<file path="config.mk">
export PLATFORM = sky130hd
export DESIGN_NAME = hitmark_loader
export DESIGN_NICKNAME = d
export VERILOG_FILES = /design/src/rtl/hitmark_pkg.sv /design/src/rtl/hitmark_loader.sv
export SDC_FILE = /design/constraint.sdc
export NUM_CORES = 1
export LEC_CHECK = 0
export BUFFER_PORTS_ARGS = -buffer_cell sky130_fd_sc_hd__buf_2
export CORE_ASPECT_RATIO = 1.5
export CORE_MARGIN = 5
export CORE_UTILIZATION = 54
export CTS_CLUSTER_DIAMETER = 80
export DETAILED_ROUTE_END_ITERATION = 8
export GPL_ROUTABILITY_DRIVEN = 0
export PLACE_DENSITY = 0.78
export SLEW_MARGIN = 5
export SYNTH_ARGS = -nofsm -noshare
export SYNTH_HDL_FRONTEND = slang
export SYNTH_SLANG_ARGS = --single-unit
</file>
<file path="constraint.sdc">
create_clock -name clk -period 2 [get_ports clk]
set_clock_uncertainty 0.05 [all_clocks]
set_input_delay 0.1 -clock clk [delete_from_list [all_inputs] [get_ports clk]]
set_output_delay 0.1 -clock clk [all_outputs]
set_load 0.01 [all_outputs]
</file>
<file path="src/rtl/hitmark_pkg.sv">
// Shared types and constants for the hitmark sprite path.
package hitmark_pkg;

    localparam int unsigned H_SIZE         = 16;
    localparam int unsigned V_SIZE         = 16;
    localparam int unsigned PIX_PER_SPRITE = H_SIZE * V_SIZE;
    localparam int unsigned CODE_W         = 4;

    typedef enum logic [2:0] {
        IDLE,
        FETCH,
        WR_LO,
        WR_HI,
        DONE
    } loader_state_t;

    // One stream byte carries two palette codes; the low nibble is drawn first.
    typedef struct packed {
        logic [CODE_W-1:0] hi;
        logic [CODE_W-1:0] lo;
    } pix_pair_t;

endpackage

</file>
<file path="src/rtl/hitmark_loader.sv">
// Byte-stream loader for the hitmark sprite RAM: unpacks two palette codes
// per byte and writes them sequentially into one sprite slot or the whole RAM.
module hitmark_loader
    import hitmark_pkg::*;
#(
    parameter int unsigned ADDR  = 10,
    parameter int unsigned PIX_W = 4
) (
    input  logic              clk,
    input  logic              reset,
    input  logic              start,
    input  logic              load_all,
    input  logic [ADDR-9:0]   slot,
    input  logic              gate_en,
    input  logic              vblank,
    input  logic [7:0]        s_data,
    input  logic              s_valid,
    output logic              s_ready,
    output logic              we,
    output logic [ADDR-1:0]   addr_w,
    output logic [PIX_W-1:0]  pixel_out,
    output logic              busy,
    output logic              done
);

    loader_state_t   state_q, state_d;
    logic [ADDR-1:0] cnt_q, cnt_d;
    logic [ADDR-1:0] end_q, end_d;
    pix_pair_t       pair_q, pair_d;
    logic            we_d;
    logic [ADDR-1:0] addr_d;
    logic [PIX_W-1:0] pix_d;
    logic            busy_d;
    logic            done_d;
    pix_pair_t       in_pair;

    assign in_pair = pix_pair_t'(s_data);

    // Byte acceptance is only offered while waiting for data, optionally held off outside vblank.
    assign s_ready = (state_q == FETCH) && (!gate_en || vblank);

    // Next-state and next-output logic; the counter always holds the address of the next write.
    always_comb begin
        state_d = state_q;
        cnt_d   = cnt_q;
        end_d   = end_q;
        pair_d  = pair_q;
        we_d    = 1'b0;
        addr_d  = addr_w;
        pix_d   = pixel_out;
        busy_d  = 1'b0;
        done_d  = 1'b0;
        case (state_q)
            IDLE: begin
                if (start) begin
                    cnt_d   = load_all ? '0 : {slot, 8'h00};
                    end_d   = load_all ? '1 : {slot, 8'hFF};
                    busy_d  = 1'b1;
                    state_d = FETCH;
                end
            end
            FETCH: begin
                busy_d = 1'b1;
                if (s_valid && s_ready) begin
                    pair_d  = in_pair;
                    we_d    = 1'b1;
                    addr_d  = cnt_q;
                    pix_d   = PIX_W'(in_pair.lo);
                    cnt_d   = cnt_q + ADDR'(1);
                    state_d = WR_LO;
                end
            end
            WR_LO: begin
                busy_d  = 1'b1;
                we_d    = 1'b1;
                addr_d  = cnt_q;
                pix_d   = PIX_W'(pair_q.hi);
                state_d = WR_HI;
            end
            WR_HI: begin
                // Equality end test lets a full load stop at the top address without wrapping.
                if (cnt_q == end_q) begin
                    done_d  = 1'b1;
                    state_d = DONE;
                end else begin
                    busy_d  = 1'b1;
                    cnt_d   = cnt_q + ADDR'(1);
                    state_d = FETCH;
                end
            end
            DONE: begin
                state_d = IDLE;
            end
            default: begin
                state_d = IDLE;
            end
        endcase
    end

    // State, datapath and registered outputs.
    always_ff @(posedge clk) begin
        if (reset) begin
            state_q   <= IDLE;
            cnt_q     <= '0;
            end_q     <= '0;
            pair_q    <= '0;
            we        <= 1'b0;
            addr_w    <= '0;
            pixel_out <= '0;
            busy      <= 1'b0;
            done      <= 1'b0;
        end else begin
            state_q   <= state_d;
            cnt_q     <= cnt_d;
            end_q     <= end_d;
            pair_q    <= pair_d;
            we        <= we_d;
            addr_w    <= addr_d;
            pixel_out <= pix_d;
            busy      <= busy_d;
            done      <= done_d;
        end
    end

endmodule

</file>
Word-level counts from Yosys, hierarchy flattened. Cells that the tools add are included.

Flip-flop bits (word level): 44. Word-level logic and storage cells: 52. Bits of input ports: 17. Output and inout bits: 18.

Add/subtract/negate cells: 1. Multiplexer cells: 20. Bitwise logic cells: 1. Reduce and logical (&&, ||, !) cells: 14. Equality and inequality tests: 7.

Operator list (count): 10-bit 2-to-1 mux (6); 10-bit case mux with 3 select lines (1); 10-bit case mux with 2 select lines (1); 3-bit case mux with 4 select lines (1); 10-bit by 1-bit adder with 10-bit output (second input constant) (1); 10-bit == test (1); 3-bit 2-to-1 mux (3); 4-bit case mux with 2 select lines (1); 2-bit AND reduction (4); 3-bit by 2-bit == test with 1-bit output (second input constant) (2); 1-bit 2-to-1 mux (4); 4-bit 2-to-1 mux (1); 2-bit != test (second input constant) (2); 4-bit AND reduction (1); 2-bit OR reduction (2); 3-bit by 1-bit == test with 1-bit output (second input constant) (1); 3-bit zero test (1); 1-bit case mux with 3 select lines (1); 3-bit nonzero test (1); 1-bit logical AND (2); 2-bit by 1-bit != test with 1-bit output (second input constant) (1); 1-bit case mux with 2 select lines (1); 2-bit nonzero test (1); 1-bit zero test (1); other kinds (2) (2).

Logic depth before layout (Yosys ltp).
Depth in word-level cells: 6. Mapped depth: 8. Mapped depth without buffers: 6.

Worst setup path after synthesis. Ideal clock, no wire load.

Path kind: register to register. Start point: register cnt_q[5]. End point: register cnt_q[1]. Buffers on the path: 2. Setup slack: 0.418 ns. Required time: 1.833 ns. Arrival time: 1.415 ns. Setup time: 0.117 ns. Stages on the path, launching flop included: 8. Cell sequence: dfxtp_1 buf_6 nor4_1 nand3b_1 a21o_1 buf_6 and3_1 a32o_1.

Word-level cells in the longest chain between the ends: 3.

RTL lines: start, declared (RTL line hitmark_loader.sv:27) `logic [ADDR-1:0] cnt_q, cnt_d;`; start signal, assigned (RTL line hitmark_loader.sv:114) `cnt_q <= cnt_d;`; 10-bit == test (RTL line hitmark_loader.sv:82) `if (cnt_q == end_q) begin`; 2-bit != test (no source line); 4-bit AND reduction (no source line).

Every way passes these cells. A chain may end at the register's enable or synchronous reset.

Worst setup path in the final report.
Start point: register state_q[0]. End point: register cnt_q[6].

Word-level cells in the longest chain between the ends: 5. Elaborated cells on any way between the ends: 11. Classes of those cells: eq/ne (5); mux (1); reduce/logical (5).

RTL lines: start, declared (RTL line hitmark_loader.sv:26) `loader_state_t state_q, state_d;`; start signal, assigned (RTL line hitmark_loader.sv:113) `state_q <= state_d;`; 3-bit by 1-bit == test with 1-bit output (RTL line hitmark_loader.sv:40, hitmark_loader.sv:53); 1-bit logical AND (RTL line hitmark_loader.sv:40) `assign s_ready = (state_q == FETCH) && (!gate_en || vblank);`; 1-bit logical AND (RTL line hitmark_loader.sv:64) `if (s_valid && s_ready) begin`; 2-bit by 1-bit != test with 1-bit output (no source line); 4-bit AND reduction (no source line).

Several ways; a longest one is shown, not always the timed one.

==> metrics.md <==
| Metric | Value |
|---|---|
| Pre-antenna DRT Iters | 4 |
| Final worst slack | 0.224 ns |
| Status | complete, no violations |
| Core ar. | 3160 sq um |
| CTS Hold Bufs | 0 |
| Predominant post-synthesis flop cell | dfxtp_1 |
| Post-synthesis net count | 214 |
| Clock root buffer | clkbuf_8 |
| Maximum achievable frequency | 563 MHz |
| Crit path max fanout | 10 |
| Seq/Total Area, Yosys | 41.6% |
| Post-CTS setup buffers | 0 |
| Top-area cell type share of the netlist area | 41.6% |
| PortBufs | 34 |
| Area added between synthesis and finish | 19.2% |
| Total GRT Usage | 20.1% |
| Clock Latency Late Sink | 0.29 ns |
| Distinct cells, synth | 46 |
| Mapped Area | 1780 sq um |
| DR vias/cell | 5.82 |
| 1st-iter DRT viols | 70 |
| Die area | 4570 sq um |
| Io pins | 35 |
| Post-route DRC | 0 |
| WP data required | 2.17 ns |
| Ys async rst share | 0% |
| GRT overflow | 0 |
| Initial antenna violation count | 0 |
| Most numerous cell in the Yosys netlist | dfxtp_1 |
| DP Area | 2040 sq um |
| Slew HR | 62.4% |
| P_leak | 0.986 nW |
| Final Instance Area | 2120 sq um |
| Worst slew pin tran | 0.564 ns |
| Share of layout cells above drive strength 1 | 25.1% |
| CTS sink cnt | 37 |
| Number of maximum-capacitance violations | 0 |
| Site row count | 25 |
| Reg clk slew, reported paths | 0.07 ns |
| Final design utilization | 67.2% |
| Post-DP HPWL | 3.21 mm |
| Vias | 1623 |
| Delay-heaviest family, CP | simple AND/OR/NAND/NOR gates |
| Nets | 257 |
| Largest net degree at the start of global routing | 23 |
| Power density cells | 744 nW/um^2 |
| CP peak stage delay | 0.48 ns |
| Min-delay worst type | in2reg |
| Antenna-violating nets left | 0 |
| Setup Crit Path Kind | reg2reg |
| Initial Utilization | 56.4% |
| R2R setup slack | 0.22 ns |
| Area leader, netlist | dfxtp_1 |
| Syn Area/Cell | 9.09 sq um |
| Mapped Cells | 196 |
| #FFs+latches synth | 37 |
| Total Power | 1.58 mW |
| Commonest cells post-synth | dfxtp_1, nor2_1, mux2i_1 |
| Num CTS Buffers | 5 |
| WP data arrival | 1.95 ns |
| Final min period | 1.78 ns |
| Pins Over Slew Limit | 0 |
| Crit path cell chain | buf_4 -> nand2b_1 -> nor2_1 -> nand4_1 -> or4b_1 -> o21ai_1 |
| Worst Setup End Kind | register |
| CTS tree | yes |
| Synth area leaders | dfxtp_1, mux2i_1, nor2_1 |
| Sum of negative setup slack | 0 ns |
| Die Ht | 80.4 microns |
| ANT cells | 0 |
| Fill count | 288 |
| Clock buffer depth | 2 |
| IR Drop Worst-Case VDD | 0.000445 V |
| Yosys warns | 0 |
| Final hold vios | 0 |
| Final critical-path share of the clock period | 88.8% |
| RSZ-0062 raised after global routing | false |
| Setup violations, final | 0 |
| Crit path buf inv count | 1 |
| Worst Setup Start Kind | register |
| Vias in the first global route | 1644 |
| Avg WL per Cell | 15.1 microns |
| First-pass GRT wire length | 7.34 mm |
| Pre-CTS setup slack | 0.274 ns |
| # H-tree levels | 2 |
| Crit path max-delay cell type | or4b_1 |
| Post-CTS sizing | 0 |
| Post-synth EDFFs | 0 |
| Routed WL | 4.21 mm |
| Chip Width | 56.9 microns |
## final cells by class
class	instances	area [sq um]	area share, %
multi-input cells	143	956	45.0
flip-flops and latches	37	741	34.9
repair buffers	48	275	13.0
clock buffers	7	86.3	4.07
well taps	40	50.0	2.36
inverters	4	15.0	0.707
## power by group
part | switching (mW) | internal [mW]
registers | 0.0245 | 0.770
clock network | 0.251 | 0.273
logic | 0.147 | 0.116
total | 0.422 | 1.16
## placed cells by master (no fill, tap or decap), types with 3 or more instances in the layout
master and n:
clkbuf_8 6, and3_1 3, a21o_1 3, dfxtp_1 37, a21oi_1 12, nor3b_1 4
buf_4 14, mux2i_1 16, nor2_1 28, buf_2 34, nand4_1 5, a211oi_1 12
nand3_1 11, inv_1 4, nand2_1 6, a31oi_1 3, nand2b_1 4
## per-stage QoR
step                      hold slack [ns]  cells
after floorplan                     0.194    196
after global placement              0.287    272
after detailed placement            0.301    272
after CTS                         0.00485    279
after global routing               0.0249    279
final                             0.00323    279
## worst reg2reg max path: stages, from the launching register on
cell and delay (ns):
dfxtp_1 0.43, buf_4 0.21, nand2b_1 0.16, nor2_1 0.17, nand4_1 0.11, or4b_1 0.48
o21ai_1 0.10
## worst paths after layout
kind | depth (start not counted) | endpoint | from
worst max register to register | 6 | cnt_q[6]$_SDFFE_PP0P_ | state_q[0]$_SDFFE_PP0P_
worst min register to register | 2 | addr_w[7]$_SDFFE_PP0P_ | addr_w[7]$_SDFFE_PP0P_
worst min-delay path | 3 | pair_q[4]$_SDFFE_PP0P_ | s_data[4]
worst max-delay path | 6 | cnt_q[6]$_SDFFE_PP0P_ | state_q[0]$_SDFFE_PP0P_
## flip-flops by register name, indices dropped and copies added, names as in the netlist
name,flops
pixel_out,4
addr_w,10
we,1
busy,1
cnt_q,10
done,1
end_q,3
pair_q,4
state_q,3
## metal layers
layer | GRT usage [%] | part of all wire, % | vias up
met5 | 0 | 0 | -
met4 | 8.82 | 1.9 | 0
met3 | 4.66 | 5.5 | 9
met2 | 37.3 | 53 | 61
met1 | 21.0 | 39 | 750
li1 | - | - | 803
## kinds of logic after synthesis
logic type,synth area share (%)
compound gates,17.6
xor+xnor,0.983
fa+ha+maj,0.702
buf+inv,4.77
flops,41.6
mux,8.99
simple gates,25.4
Power figures use the tool's default switching activity.
